`src/rtl/spoon_decode_sequencer_pkg.sv`:
```
// Shared definitions for the sparse-matrix decode sequencer: FSM state
// encodings and default job parameters.
package spoon_decode_sequencer_pkg;

  // Default decoder value-RAM depth in 64-bit words.
  localparam int DICT_MAX_DEF     = 256;
  // Minimum cycles between packet-word handshakes.
  localparam int PACE_DEF         = 3;
  // Idle cycles after the last packet push before done.
  localparam int DRAIN_CYCLES_DEF = 4;

  // FSM state encodings.
  localparam logic [2:0] ST_IDLE  = 3'd0;
  localparam logic [2:0] ST_CLEAR = 3'd1;
  localparam logic [2:0] ST_DICT  = 3'd2;
  localparam logic [2:0] ST_GAP   = 3'd3;
  localparam logic [2:0] ST_PKT   = 3'd4;
  localparam logic [2:0] ST_DRAIN = 3'd5;

endpackage

```
`src/rtl/spoon_pace_counter.sv`:
```
// Packet pacing counter: loaded with PACE-1 on each packet handshake and
// counting down to zero, so the decoder's stall flag has caught up with
// every earlier push before the next word is accepted.
module spoon_pace_counter
  import spoon_decode_sequencer_pkg::*;
#(
  parameter int PACE = PACE_DEF
) (
  input  logic clk,
  input  logic reset,
  input  logic load,
  output logic ready
);

  localparam logic [1:0] LOAD_VAL = 2'(PACE - 1);

  logic [1:0] pace_cnt;

  // Reload on handshake, otherwise count down and hold at zero.
  // NOTE: sequential state uses non-blocking (<=) so every flop samples pre-edge values.
  always_ff @(posedge clk or posedge reset) begin
    if (reset) begin
      pace_cnt <= 2'd0;
    end else if (load) begin
      pace_cnt <= LOAD_VAL;
    end else if (pace_cnt != 2'd0) begin
      pace_cnt <= pace_cnt - 2'd1;
    end
  end

  assign ready = (pace_cnt == 2'd0);

endmodule

```
`src/rtl/spoon_decode_sequencer.sv`:
```
// Job-level controller in front of the sparse-matrix packet decoder:
// clears the decoder, loads the value dictionary (ram-in mode), then
// streams paced packet words (push mode) and signals done after a drain.
module spoon_decode_sequencer
  import spoon_decode_sequencer_pkg::*;
#(
  parameter int DICT_MAX     = DICT_MAX_DEF,
  parameter int PACE         = PACE_DEF,
  parameter int DRAIN_CYCLES = DRAIN_CYCLES_DEF
) (
  input  logic        clk,
  input  logic        reset,
  input  logic        cmd_valid,
  output logic        cmd_ready,
  input  logic [8:0]  cmd_dict_words,
  input  logic [31:0] cmd_pkt_words,
  input  logic [63:0] in_data,
  input  logic        in_valid,
  output logic        in_ready,
  output logic        dec_reset,
  output logic [63:0] dec_data,
  output logic        dec_push,
  output logic        dec_ram_in,
  input  logic        dec_stall,
  output logic        busy,
  output logic        done,
  output logic        err
);

  localparam logic [8:0] DICT_MAX_W = 9'(DICT_MAX);
  localparam logic [2:0] DRAIN_LOAD = 3'(DRAIN_CYCLES - 1);

  logic [2:0]  state;
  logic [2:0]  state_nxt;
  logic [8:0]  dict_cnt;
  logic [31:0] pkt_cnt;
  logic        clear_cnt;
  logic [2:0]  drain_cnt;
  logic        pace_ready;
  logic        in_hs;
  logic        cmd_bad;

  assign cmd_ready = (state == ST_IDLE);
  assign busy      = (state != ST_IDLE);
  assign cmd_bad   = (cmd_dict_words > DICT_MAX_W);
  assign in_hs     = in_valid & in_ready;

  spoon_pace_counter #(.PACE(PACE)) u_pace (
    .clk   (clk),
    .reset (reset),
    .load  ((state == ST_PKT) && in_hs),
    .ready (pace_ready)
  );

  // Source stream acceptance: always in DICT, paced and stall-gated in PKT.
  // NOTE: every always_comb output gets a default first so no latch is inferred.
  always_comb begin
    in_ready = 1'b0;
    case (state)
      ST_DICT: in_ready = 1'b1;
      ST_PKT:  in_ready = !dec_stall && pace_ready;
      default: in_ready = 1'b0;
    endcase
  end

  // Next-state decode for the job sequence.
  always_comb begin
    state_nxt = state;
    case (state)
      ST_IDLE:  if (cmd_valid && !cmd_bad) state_nxt = ST_CLEAR;
      ST_CLEAR: if (clear_cnt) begin
                  if (dict_cnt != 9'd0)      state_nxt = ST_DICT;
                  else if (pkt_cnt != 32'd0) state_nxt = ST_PKT;
                  else                       state_nxt = ST_DRAIN;
                end
      ST_DICT:  if (in_hs && dict_cnt == 9'd1) state_nxt = ST_GAP;
      ST_GAP:   state_nxt = (pkt_cnt != 32'd0) ? ST_PKT : ST_DRAIN;
      ST_PKT:   if (in_hs && pkt_cnt == 32'd1) state_nxt = ST_DRAIN;
      ST_DRAIN: if (drain_cnt == 3'd0) state_nxt = ST_IDLE;
      default:  state_nxt = ST_IDLE;
    endcase
  end

  // State, job counters and registered decoder-side outputs.
  always_ff @(posedge clk or posedge reset) begin
    if (reset) begin
      state      <= ST_IDLE;
      dict_cnt   <= 9'd0;
      pkt_cnt    <= 32'd0;
      clear_cnt  <= 1'b0;
      drain_cnt  <= 3'd0;
      dec_reset  <= 1'b1;
      dec_data   <= 64'd0;
      dec_push   <= 1'b0;
      dec_ram_in <= 1'b0;
      done       <= 1'b0;
      err        <= 1'b0;
    end else begin
      state      <= state_nxt;
      // Decoder reset tracks the CLEAR state cycle-for-cycle.
      dec_reset  <= (state_nxt == ST_CLEAR);
      dec_push   <= 1'b0;
      dec_ram_in <= 1'b0;
      done       <= 1'b0;
      err        <= 1'b0;
      clear_cnt  <= (state == ST_CLEAR) && !clear_cnt;

      if (state_nxt == ST_DRAIN && state != ST_DRAIN) begin
        drain_cnt <= DRAIN_LOAD;
      end else if (state == ST_DRAIN && drain_cnt != 3'd0) begin
        drain_cnt <= drain_cnt - 3'd1;
      end

      case (state)
        ST_IDLE: begin
          if (cmd_valid) begin
            if (cmd_bad) begin
              err <= 1'b1;
            end else begin
              dict_cnt <= cmd_dict_words;
              pkt_cnt  <= cmd_pkt_words;
            end
          end
        end
        ST_DICT: begin
          if (in_hs) begin
            dec_data   <= in_data;
            dec_ram_in <= 1'b1;
            dict_cnt   <= dict_cnt - 9'd1;
          end
        end
        ST_PKT: begin
          if (in_hs) begin
            dec_data <= in_data;
            dec_push <= 1'b1;
            pkt_cnt  <= pkt_cnt - 32'd1;
          end
        end
        ST_DRAIN: begin
          if (drain_cnt == 3'd0) done <= 1'b1;
        end
        default: ;
      endcase
    end
  end

endmodule

```
`config.mk`:
```
export PLATFORM = sky130hd
export DESIGN_NAME = spoon_decode_sequencer
export DESIGN_NICKNAME = d
export VERILOG_FILES = /design/src/rtl/spoon_decode_sequencer_pkg.sv /design/src/rtl/spoon_pace_counter.sv /design/src/rtl/spoon_decode_sequencer.sv
export SDC_FILE = /design/constraint.sdc
export NUM_CORES = 1
export LEC_CHECK = 0
export BUFFER_PORTS_ARGS = -buffer_cell sky130_fd_sc_hd__buf_4
export CELL_PAD_IN_SITES_DETAIL_PLACEMENT = 0
export CELL_PAD_IN_SITES_GLOBAL_PLACEMENT = 1
export CORE_MARGIN = 4
export CORE_UTILIZATION = 35
export CTS_BUF_LIST = sky130_fd_sc_hd__clkbuf_8 sky130_fd_sc_hd__clkbuf_16
export DETAILED_ROUTE_END_ITERATION = 6
export PLACE_DENSITY_LB_ADDON = 0.1
export SLEW_MARGIN = 10
export SYNTH_ARGS = -nofsm -noshare
export SYNTH_HDL_FRONTEND = slang
export SYNTH_SLANG_ARGS = --single-unit
```
`constraint.sdc`:
```
create_clock -name clk -period 4.9 [get_ports clk]
set_input_delay 1.225 -clock clk [delete_from_list [all_inputs] [get_ports clk]]
set_output_delay 1.225 -clock clk [all_outputs]
set_load 0.1 [all_outputs]
```
==> results of run 1 <==
-- sequential cells by signal (all words and copies together), names as in the netlist --
| name | count |
|---|---|
| clear_cnt | 1 |
| dec_data | 64 |
| dec_push | 1 |
| dec_ram_in | 1 |
| dec_reset | 1 |
| dict_cnt | 9 |
| done | 1 |
| drain_cnt | 3 |
| err | 1 |
| pkt_cnt | 32 |
| state | 3 |
| u_pace.pace_cnt | 2 |
-- layer usage --
layer  track usage  wire, microns  vias to the layer above
li1              -              -                     2363
met1         0.221           6940                     2415
met2         0.292           8110                      169
met3        0.0429            827                       33
met4        0.0784            484                        0
met5             0              0                        -
-- metrics by stage --
step	hold slack, ps	worst slack [ps]	util	instances	cell area (sq um)
after CTS	507	1380	0.499	946	7980
final	503	1380	0.499	946	7980
after global placement	489	1410	0.458	914	7330
after detailed placement	494	1330	0.458	914	7330
after floorplan	463	519	-	543	5770
after global routing	522	1180	0.499	946	7980
-- Yosys cell counts (2+ instances only) --
cell,instances
nand2_1,28
mux2_2,65
nor2b_1,3
dfrtp_1,118
o2bb2ai_1,4
nor3b_1,2
o21a_1,2
or3_1,4
a31oi_1,4
a211o_1,2
nor2_2,2
o21ai_1,2
and2_1,4
o21ai_0,44
a41oi_1,3
and3_1,2
inv_1,17
o22ai_1,8
ha_1,9
nor4b_1,2
nand3b_1,2
nor2_1,38
a32oi_1,4
nand3_1,11
a21oi_1,43
or4_1,9
o211ai_1,2
clkbuf_1,27
o22a_1,3
nand4_1,9
a211oi_1,2
buf_6,2
a21o_1,4
nor3_1,15
buf_1,2
xnor2_1,2
a22oi_1,6
a2bb2oi_1,7
nor4_1,12
-- area by class of cell --
cell class                 instances  area, sq um
fill                            1527         8020
tap                              216          270
clock buffer                      18          439
clock inverter                    14          208
inverter                          17         66.3
sequential                       119         2980
multi-input combinational        375         2610
timing repair buffer             187         1400
-- cells by family after synthesis --
| kind of cell | after synthesis | share of synthesized area |
|---|---|---|
| and+or+nand+nor | 155 | 0.146 |
| buffers and inverters | 49 | 0.0347 |
| DFF | 119 | 0.517 |
| AOI/OAI and AO/OA | 142 | 0.149 |
| adders and majority gates | 9 | 0.0195 |
| muxes | 66 | 0.129 |
| xor gates and xnor gates | 3 | 0.00456 |
-- worst max-delay path, delay by kind of cell (launching register included) --
kind	cells	cell delay (ps)
buf+inv	1	310
flops	1	570
simple gates	3	1000
-- worst max path at each step --
| stage | depth (start not counted) | startpoint | end | slack [ps] |
|---|---|---|---|---|
| floorplan | 1 | reset | clear_cnt | 520 |
| global placement | 6 | cmd_dict_words[0] | pkt_cnt[20] | 1410 |
| detailed placement | 6 | cmd_dict_words[0] | pkt_cnt[20] | 1330 |
| CTS | 4 | state[1] | in_ready | 1380 |
| global route | 4 | state[1] | in_ready | 1180 |
| finish | 4 | state[1] | in_ready | 1380 |
==> results.md, run 1 <==
- Status: finished, final reports clean
- Fmax achieved: 0.284 GHz
- Reg clk slew, reported paths: 60 ps
- TritonCTS Buffers: 17
- Root Driver: clkbuf_16
- Top-area cell type share of the netlist area: 0.512
- FF-to-FF End: pkt_cnt[20]
- Sequence of cells on the critical path: nor2b_1, nand2_1, nand2_1, buf_4
- Cell mode on critical path: nand2_1
- Worst skew pair latency: 420 ps
- Critical path's slowest cell: dfrtp_1
- Synth Cell Area: 0.00577 sq mm
- Antenna violations before repair: 0
- TNS Setup: 0 ps
- Vias post-DR: between 4000 and 5000
- # IOs: 182
- Ys flop type: dfrtp_1
- First-pass GRT wire length: 25.6 mm
- Clock sink count: approximately 120
- CTS H-tree depth: 4
- Ys async rst share: 1.00
- Mapped Cells: 543
- Top cell type by total area after synthesis: dfrtp_1
- Setup bufs post-CTS: 0
- GP Congestion: roughly 0.80
- Rows: between 40 and 50
- Synth warn: 0
- Sequential-to-total area share from yosys stat: 0.517
- Detailed placement HPWL: 11.7 mm
- Via density per instance: between 5 and 6
- Starting density of the core: 0.360
- Hold depth: 1
- FF-to-FF Start: u_pace.pace_cnt[0]
- Number of synthesized flops with an enable pin: 0
- Fin. Hold Viols: 0
- Post-route ant nets: 0
- Final nets: 836
- FF+latch count, synth: 119
- CTS tree: yes
- Clk_skew: 7.54 ps
- CP Data Required Time: 3670 ps
- Min-delay worst type: flop to flop
- Residual DRC: 0
- Chip width: 136 microns
- Rel. slew slack: 0.309
- Reg2Reg Depth: 8
- Final wirelength: around 16 mm
- Worst Tran Pin Value: 1040 ps
- R2R Setup Slk: 2100 ps
- Initial drt markers: 260
- PortBufs: between 150 and 200
- Avg Inst Size Synth: 10.6 sq um
- WS Path Type: flop to output pin
- Critical Path Source Type: flop
- Most frequent cells in the layout: buf_4 (187), dfrtp_1 (118), mux2_2 (65), o21ai_0 (44), a21oi_1 (42)
- Drt first pass iters: 5
- CTS max path bufs: 2
- Crit path max fanout: 19
- Hold path startpoint: dec_data[19]
- Hold_buf cts: 0
- Maximum number of pins on one net before global-route repair: 75
- GR Overflow Total: 0
- Vias in the first global route: 5029
- Routed len/inst: 17.3 microns
- Net Count, Synth: ~660
- Maxcap violations: 0
- Hold path endpoint: dec_data[19]
- Total GRT Usage: 0.177
- Post-CTS resize count: 0
- Crit. End Element: output pin
- Core area: between 0.015 and 0.02 sq mm
- # setup viols final: 0
- Die height: 136 microns
- RSZ-0062 raised after global routing: no
- Inserted Diodes: 0
- Synth area leaders: dfrtp_1 (51%), mux2_2 (13%), o21ai_0 (3.8%)
- Cell variety after synth: 57
- Worst EP arrival: about 2300 ps
- Fin crit period: 3520 ps
- Commonest non-fill, non-tap cell in the layout: buf_4
- Period utilization: 0.719
- Final Max Tran Viols: 0
- Share of post-route cells with drive strength above 1: 0.403
- Area of the die: 0.0186 sq mm
- CP max stage delay: 570 ps
- P&R area growth vs syn: 38.4%
Power of run 1 is not shown: default switching activity piles up to over one toggle a cycle in this logic, so the estimate is an artifact.
==> inputs of run 2 (changes only) <==
- ABC_AREA: default -> 1
- CORE_UTILIZATION: 35 -> 33
- clock period: 4.9 -> 3 ns (I/O delays scaled with it)
==> results.md, run 2 <==
- Final nets: 1134 (was 836)
- Final Max Tran Viols: 0 (unchanged)
- # IOs: 182 (unchanged)
- CTS max path bufs: 2 (unchanged)
- Sequence of cells on the critical path: nor2_2, nand2_2, nand2_2, nand2_4, inv_1, buf_4 (was nor2b_1, nand2_1, nand2_1, buf_4)
- Filler cell count in the final layout: 1942 (was 1527)
- Total GRT Usage: 0.179 (was 0.177)
- Antenna violations before repair: 0 (unchanged)
- Detailed placement HPWL: 13.1 mm (was 11.7 mm)
- Rows: 49 (was 46)
- Top cell type by total area after synthesis: dfrtp_1 (unchanged)
- PnR worst setup slack: 334 ps (was 1380 ps)
- Cell mode on critical path: nand2_2 (was nand2_1)
- TNS Setup: 0 ps (unchanged)
- Pre-CTS setup slack: 559 ps (was 1330 ps)
- Vias in the first global route: 5665 (was 5029)
- Synth area leaders: dfrtp_1 (48%), nand2_1 (20%), nor2_1 (6.4%) (was dfrtp_1 (51%), mux2_2 (13%), o21ai_0 (3.8%))
- Number of synthesized flops with an enable pin: 0 (unchanged)
- FF+latch count, synth: 119 (unchanged)
- First-pass GRT wire length: 29.2 mm (was 25.6 mm)
- Worst Tran Pin Value: 666 ps (was 1040 ps)
- Worst EP arrival: 1920 ps (was 2300 ps)
- Area of the die: 0.0209 sq mm (was 0.0186 sq mm)
- Residual DRC: 0 (unchanged)
- Min-delay worst type: primary input to async pin (was flop to flop)
- CP Data Required Time: 2250 ps (was 3670 ps)
- Setup bufs post-CTS: 0 (unchanged)
- Maximum vdd drop: 0.816 mV
- Avg Inst Size Synth: 7.36 sq um (was 10.6 sq um)
- Maximum number of pins on one net before global-route repair: 90 (was 75)
- Share of post-route cells with drive strength above 1: 0.232 (was 0.403)
- Period utilization: 0.889
- Ys flop type: dfrtp_1 (unchanged)
- CP Depth: 6 (was 4)
- Leading cell types by count after synthesis: nand2_1 (323), dfrtp_1 (118), nor2_1 (105) (was dfrtp_1 (118), mux2_2 (65), o21ai_0 (44))
- Crit path buf inv count: 2 (was 1)
- FF-to-FF End: pkt_cnt[30] (was pkt_cnt[20])
- Reg with most FFs: dec_data (unchanged)
- Core area: 0.0181 sq mm (was 0.0160 sq mm)
- Cell variety after synth: 32 (was 57)
- Inserted Diodes: 0 (unchanged)
- CTS H-tree depth: 4 (unchanged)
- Max reg flops: 64 (unchanged)
- Via density per instance: 4.63 (was 5.26)
- Ys async rst share: 1.00 (unchanged)
- Critical path's slowest cell: dfrtp_1 (unchanged)
- Hold_buf cts: 0 (unchanged)
- Synth Cell Area: 0.00616 sq mm (was 0.00577 sq mm)
- Reg clk slew, reported paths: 60 ps (about the same)
- Static Leak: approximately 4.4 nW
- End of the critical path: in_ready (unchanged)
- Starting density of the core: 0.339 (was 0.360)
- Clk_skew: 14.7 ps (was 7.54 ps)
- Worst skew pair latency: 420 ps (about the same)
- Drt first pass iters: 4 (was 5)
- Top Family by Delay on Critical Path: simple AND/OR/NAND/NOR gates (unchanged)
- Net Count, Synth: 956 (was 662)
- Multi-input gate area: 0.00275 sq mm (was 0.00261 sq mm)
- Chip width: 145 microns (was 136 microns)
- Final wirelength: 18.4 mm (was 16.4 mm)
- Vias post-DR: 5824 (was 4980)
- Clock sink count: 119 (unchanged)
- RSZ-0062 raised after global routing: no (unchanged)
- Crit path max fanout: 18 (was 19)
- Post-CTS resize count: 0 (unchanged)
- Commonest non-fill, non-tap cell in the layout: nand2_1 (was buf_4)
- Final design area excluding fillers: 0.00833 sq mm (was 0.00798 sq mm)
- Dpl cell area: 0.00774 sq mm (was 0.00733 sq mm)
- Rel. slew slack: 0.556 (was 0.309)
- Crit. End Element: output pin (unchanged)
- CP max stage delay: 440 ps (was 570 ps)
- Mapped Cells: 837 (was 543)
- Most numerous cell in the Yosys netlist: nand2_1 (was dfrtp_1)
- Top-area cell type share of the netlist area: 0.479 (was 0.512)
- PnR Total Power: between 10 and 15 mW
- Critical Path Source Type: flop (unchanged)
- Fin. Hold Viols: 0 (unchanged)
- P&R area growth vs syn: 35.3% (was 38.4%)
- Crit path launch: state[1] (unchanged)
- Reg2Reg Depth: 11 (was 8)
- Synth warn: 0 (unchanged)
- FF-to-FF Start: state[1] (was u_pace.pace_cnt[0])
- Routed len/inst: 14.6 microns (was 17.3 microns)
- GP Congestion: 0.770 (was 0.795)
- Most frequent cells in the layout: nand2_1 (323), buf_4 (185), dfrtp_1 (118), nor2_1 (105), inv_1 (72) (was buf_4 (187), dfrtp_1 (118), mux2_2 (65), o21ai_0 (44), a21oi_1 (42))
- Post-route ant nets: 0 (unchanged)
- Status: finished, final reports clean (unchanged)
- Root Driver: clkbuf_16 (unchanged)
- Top flop regs: dec_data (64), pkt_cnt (32), dict_cnt (9) (unchanged)
- Initial drt markers: 217 (was 260)
- GR Overflow Total: 0 (unchanged)
- # setup viols final: 0 (unchanged)
- Fmax achieved: 0.375 GHz
- WS Path Type: flop to output pin (unchanged)
- PortBufs: 181 (unchanged)
- CTS tree: yes (unchanged)
- Maxcap violations: 0 (unchanged)
- Final Util: 0.459 (was 0.499)
- Die height: 145 microns (was 136 microns)
- Register area: 0.00298 sq mm (unchanged)
- Pwr dens: roughly 1300 mW/mm^2
- R2R Setup Slk: 660 ps (was 2100 ps)
- Sequential-to-total area share from yosys stat: 0.484 (was 0.517)
- TritonCTS Buffers: 17 (unchanged)
- Fin crit period: roughly 2700 ps
-- run 2: changes by cell type after synthesis, sizes merged, moves of 10 or more --
cell / delta
buf: +11
nand3: +30
nor3: -10
nor2: +71
inv: +61
nand2: +301
o21ai: +15
mux2: -65
or4: -10
a21oi: -35
nor4: -14
clkbuf: -15
-- run 2: report_power, final --
group	internal [mW]	total [mW]	switching (mW)
clock	1.24	2.07	0.825
sequential	2.35	2.90	0.545
combinational	1.34	6.24	4.89
-- run 2: worst min path at each step --
stage	from	to
final	reset	dec_data[56]
after global routing	dec_data[57]	dec_data[57]
after CTS	reset	dec_data[63]
after detailed placement	dec_data[18]	dec_data[18]
after global placement	dec_data[7]	dec_data[7]
after floorplan	clear_cnt	clear_cnt
-- run 2: worst min-delay path, stage by stage --
cell and delay (ps):
buf_4 120, clkinvlp_4 80, buf_4 360
-- run 2: layout make-up --
class,instances,area share
Timing Repair Buffer,187,0.171
Sequential cell,119,0.357
Clock buffer,17,0.0510
Clock inverter,15,0.0203
Multi-Input combinational cell,612,0.330
Tap cell,229,0.0344
Inverter,78,0.0359
-- run 2: cells by family (layout without fill, tap and decap cells) --
family,Yosys count,in the layout,share of synthesized area
AO/OA/AOI/OAI,93,93,0.0837
XOR/XNOR,6,6,0.00853
adder cells (fa/ha/maj),9,9,0.0183
buffers and inverters,106,297,0.0707
flip-flops,119,119,0.484
AND/OR/NAND/NOR,504,504,0.335
-- run 2: routing by layer --
layer  global-route usage  up-vias  wire (microns)  part of all wire
li1                     -     2997               -                 -
met2                0.293      131            9060              0.49
met3               0.0476       24            1020             0.056
met4               0.0673        0             394             0.021
met1                0.228     2672            7940              0.43
met5                    0        -               0                 0
-- run 2: metrics by stage --
stage / cells / hold slack, ps
final: 1257 / 468
after global routing: 1257 / 485
after CTS: 1257 / 474
after detailed placement: 1225 / 459
after global placement: 1225 / 455
after floorplan: 837 / 435
Power figures use the tool's default switching activity.
==> inputs of run 3 (changes only) <==
- PLACE_DENSITY: default -> 0.83
- PLACE_DENSITY_LB_ADDON: 0.1 -> default
==> results.md, run 3 (synthesis gave the netlist of run 2 again) <==
- Via density per instance: 4.67 (was 4.63)
- Period utilization: 0.893 (was 0.889)
- TNS Setup: 0 ps (unchanged)
- Switching power share of the total: 0.551 (was 0.559)
- Final design area excluding fillers: 0.00836 sq mm (was 0.00833 sq mm)
- Final Max Tran Viols: 0 (unchanged)
- Starting density of the core: 0.339 (unchanged)
- Part of the power in the clock network: 0.191 (was 0.185)
- CTS max path bufs: 2 (unchanged)
- Drt first pass iters: 4 (unchanged)
- Antenna violations before repair: 0 (unchanged)
- Setup bufs post-CTS: 0 (unchanged)
- Final wirelength: 18.1 mm (was 18.4 mm)
- Clk_skew: 13.8 ps (was 14.7 ps)
- Combinational cell fraction of total power: 0.552 (was 0.557)
- GP Congestion: 0.865 (was 0.770)
- Maximum vdd drop: 0.691 mV (was 0.816 mV)
- Fmax achieved: 0.373 GHz (was 0.375 GHz)
- Final nets: 1133 (was 1134)
- Worst EP arrival: 1930 ps (was 1920 ps)
- Worst skew pair latency: 410 ps (was 420 ps)
- PnR Total Power: 11.3 mW (was 11.2 mW)
- Fin. Hold Viols: 0 (unchanged)
- TritonCTS Buffers: 17 (unchanged)
- Inserted Diodes: 0 (unchanged)
- Core area: 0.0181 sq mm (unchanged)
- Vias post-DR: 5871 (was 5824)
- Dpl cell area: 0.00773 sq mm (was 0.00774 sq mm)
- Share of post-route cells with drive strength above 1: 0.231 (was 0.232)
- Total GRT Usage: 0.174 (was 0.179)
- FF-to-FF End: pkt_cnt[19] (was pkt_cnt[30])
- Most frequent cells in the layout: nand2_1 (323), buf_4 (184), dfrtp_1 (118), nor2_1 (105), inv_1 (73) (was nand2_1 (323), buf_4 (185), dfrtp_1 (118), nor2_1 (105), inv_1 (72))
- Commonest non-fill, non-tap cell in the layout: nand2_1 (unchanged)
- Rows: 49 (unchanged)
- Worst Tran Pin Value: 677 ps (was 666 ps)
- Min-delay worst type: primary input to async pin (unchanged)
- Top flop regs: dec_data (64), pkt_cnt (32), dict_cnt (9) (unchanged)
- Residual DRC: 0 (unchanged)
- Net Switching: 6.23 mW (was 6.26 mW)
- Crit path launch: state[1] (unchanged)
- Hold_buf cts: 0 (unchanged)
- Critical Path Source Type: flop (unchanged)
- Top Family by Delay on Critical Path: simple AND/OR/NAND/NOR gates (unchanged)
- Post-CTS resize count: 0 (unchanged)
- Final Util: 0.461 (was 0.459)
- WS Path Type: flop to output pin (unchanged)
- CTS tree: yes (unchanged)
- Clock sink count: 119 (unchanged)
- CP max stage delay: 430 ps (was 440 ps)
- # setup viols final: 0 (unchanged)
- # IOs: 182 (unchanged)
- Initial drt markers: 357 (was 217)
- R2R Setup Slk: 720 ps (was 660 ps)
- FF-to-FF Start: state[1] (unchanged)
- PortBufs: 181 (unchanged)
- Reg clk slew, reported paths: 60 ps (about the same)
- Cell mode on critical path: nand2_2 (unchanged)
- Crit path max fanout: 18 (unchanged)
- Root Driver: clkbuf_16 (unchanged)
- Maximum number of pins on one net before global-route repair: 71 (was 90)
- Crit path buf inv count: 2 (unchanged)
- Chip width: 145 microns (unchanged)
- Rel. slew slack: 0.548 (was 0.556)
- CP Data Required Time: 2250 ps (about the same)
- P&R area growth vs syn: 35.7% (was 35.3%)
- Crit. End Element: output pin (unchanged)
- Fin crit period: 2680 ps (was 2670 ps)
- Status: finished, final reports clean (unchanged)
- Sequence of cells on the critical path: nor2_2, nand2_2, nand2_2, nand2_4, inv_1, buf_4 (unchanged)
- Reg2Reg Depth: 11 (unchanged)
- Static Leak: 4.37 nW (was 4.38 nW)
- GR Overflow Total: 0 (unchanged)
- Reg power frac: 0.257 (was 0.259)
- Pwr dens: 1350 mW/mm^2 (was 1340 mW/mm^2)
- End of the critical path: in_ready (unchanged)
- Reg with most FFs: dec_data (unchanged)
- Post-route ant nets: 0 (unchanged)
- Detailed placement HPWL: 13.3 mm (was 13.1 mm)
- Critical path's slowest cell: dfrtp_1 (unchanged)
- Maxcap violations: 0 (unchanged)
- Vias in the first global route: 5768 (was 5665)
- Die height: 145 microns (unchanged)
- RSZ-0062 raised after global routing: no (unchanged)
- First-pass GRT wire length: 28.8 mm (was 29.2 mm)
- CP Depth: 6 (unchanged)
- Max reg flops: 64 (unchanged)
- P_int: 5.08 mW (was 4.93 mW)
- Routed len/inst: 14.4 microns (was 14.6 microns)
- Area of the die: 0.0209 sq mm (unchanged)
- CTS H-tree depth: 4 (unchanged)
[run 3: through the flow]
stage / hold slack [ps] / setup slack (ps) / cells
finish: 402 / 320 / 1256
global route: 439 / 203 / 1256
CTS: 405 / 300 / 1256
detailed placement: 459 / 688 / 1224
global placement: 456 / 727 / 1224
floorplan: 435 / 215 / 837
[run 3: layer usage]
layer / vias up / GRT usage / share of wire
met2: 106 / 0.292 / 0.50
met3: 18 / 0.0443 / 0.041
met5: - / 0 / 0
li1: 2992 / - / -
met4: 0 / 0.0452 / 0.013
met1: 2755 / 0.226 / 0.44
[run 3: area by class of cell]
type / count / area, sq um
Tap cell: 229 / 287
Fill cell: 1816 / 9790
Multi-Input combinational cell: 612 / 2750
Timing Repair Buffer: 186 / 1420
Sequential cell: 119 / 2980
Clock inverter: 15 / 203
Clock buffer: 17 / 425
Inverter: 78 / 299
[run 3: worst min-delay path by stage]
stage | to | slack [ps] | cells after the start
after floorplan | clear_cnt | 430 | 1
after global placement | dec_data[6] | 460 | 2
after detailed placement | dec_data[6] | 460 | 2
after CTS | dec_data[5] | 410 | 2
after global routing | dec_data[5] | 440 | 2
final | dec_data[5] | 400 | 2
[run 3: power by group through the flow]
stage	combinational [mW]	clock, mW	sequential, mW
3_5_place_dp	6.29	0	2.92
5_1_grt	6.69	2.29	3.01
3_3_place_gp	6.25	0	2.90
6_report	6.24	2.16	2.91
4_1_cts	6.29	2.22	2.91
2_1_floorplan	1.87	0	5.86
[run 3: worst register-to-register path: stages, from the launching register on]
cell and delay (ps):
dfrtp_1 430, nor2_2 160, nand2_2 270, nand2_2 210
nand2_4 80, nor2_8 120, nand2_4 80, nand2_4 350
inv_4 210, nor2_1 150, nand2_1 60, o21ai_0 70
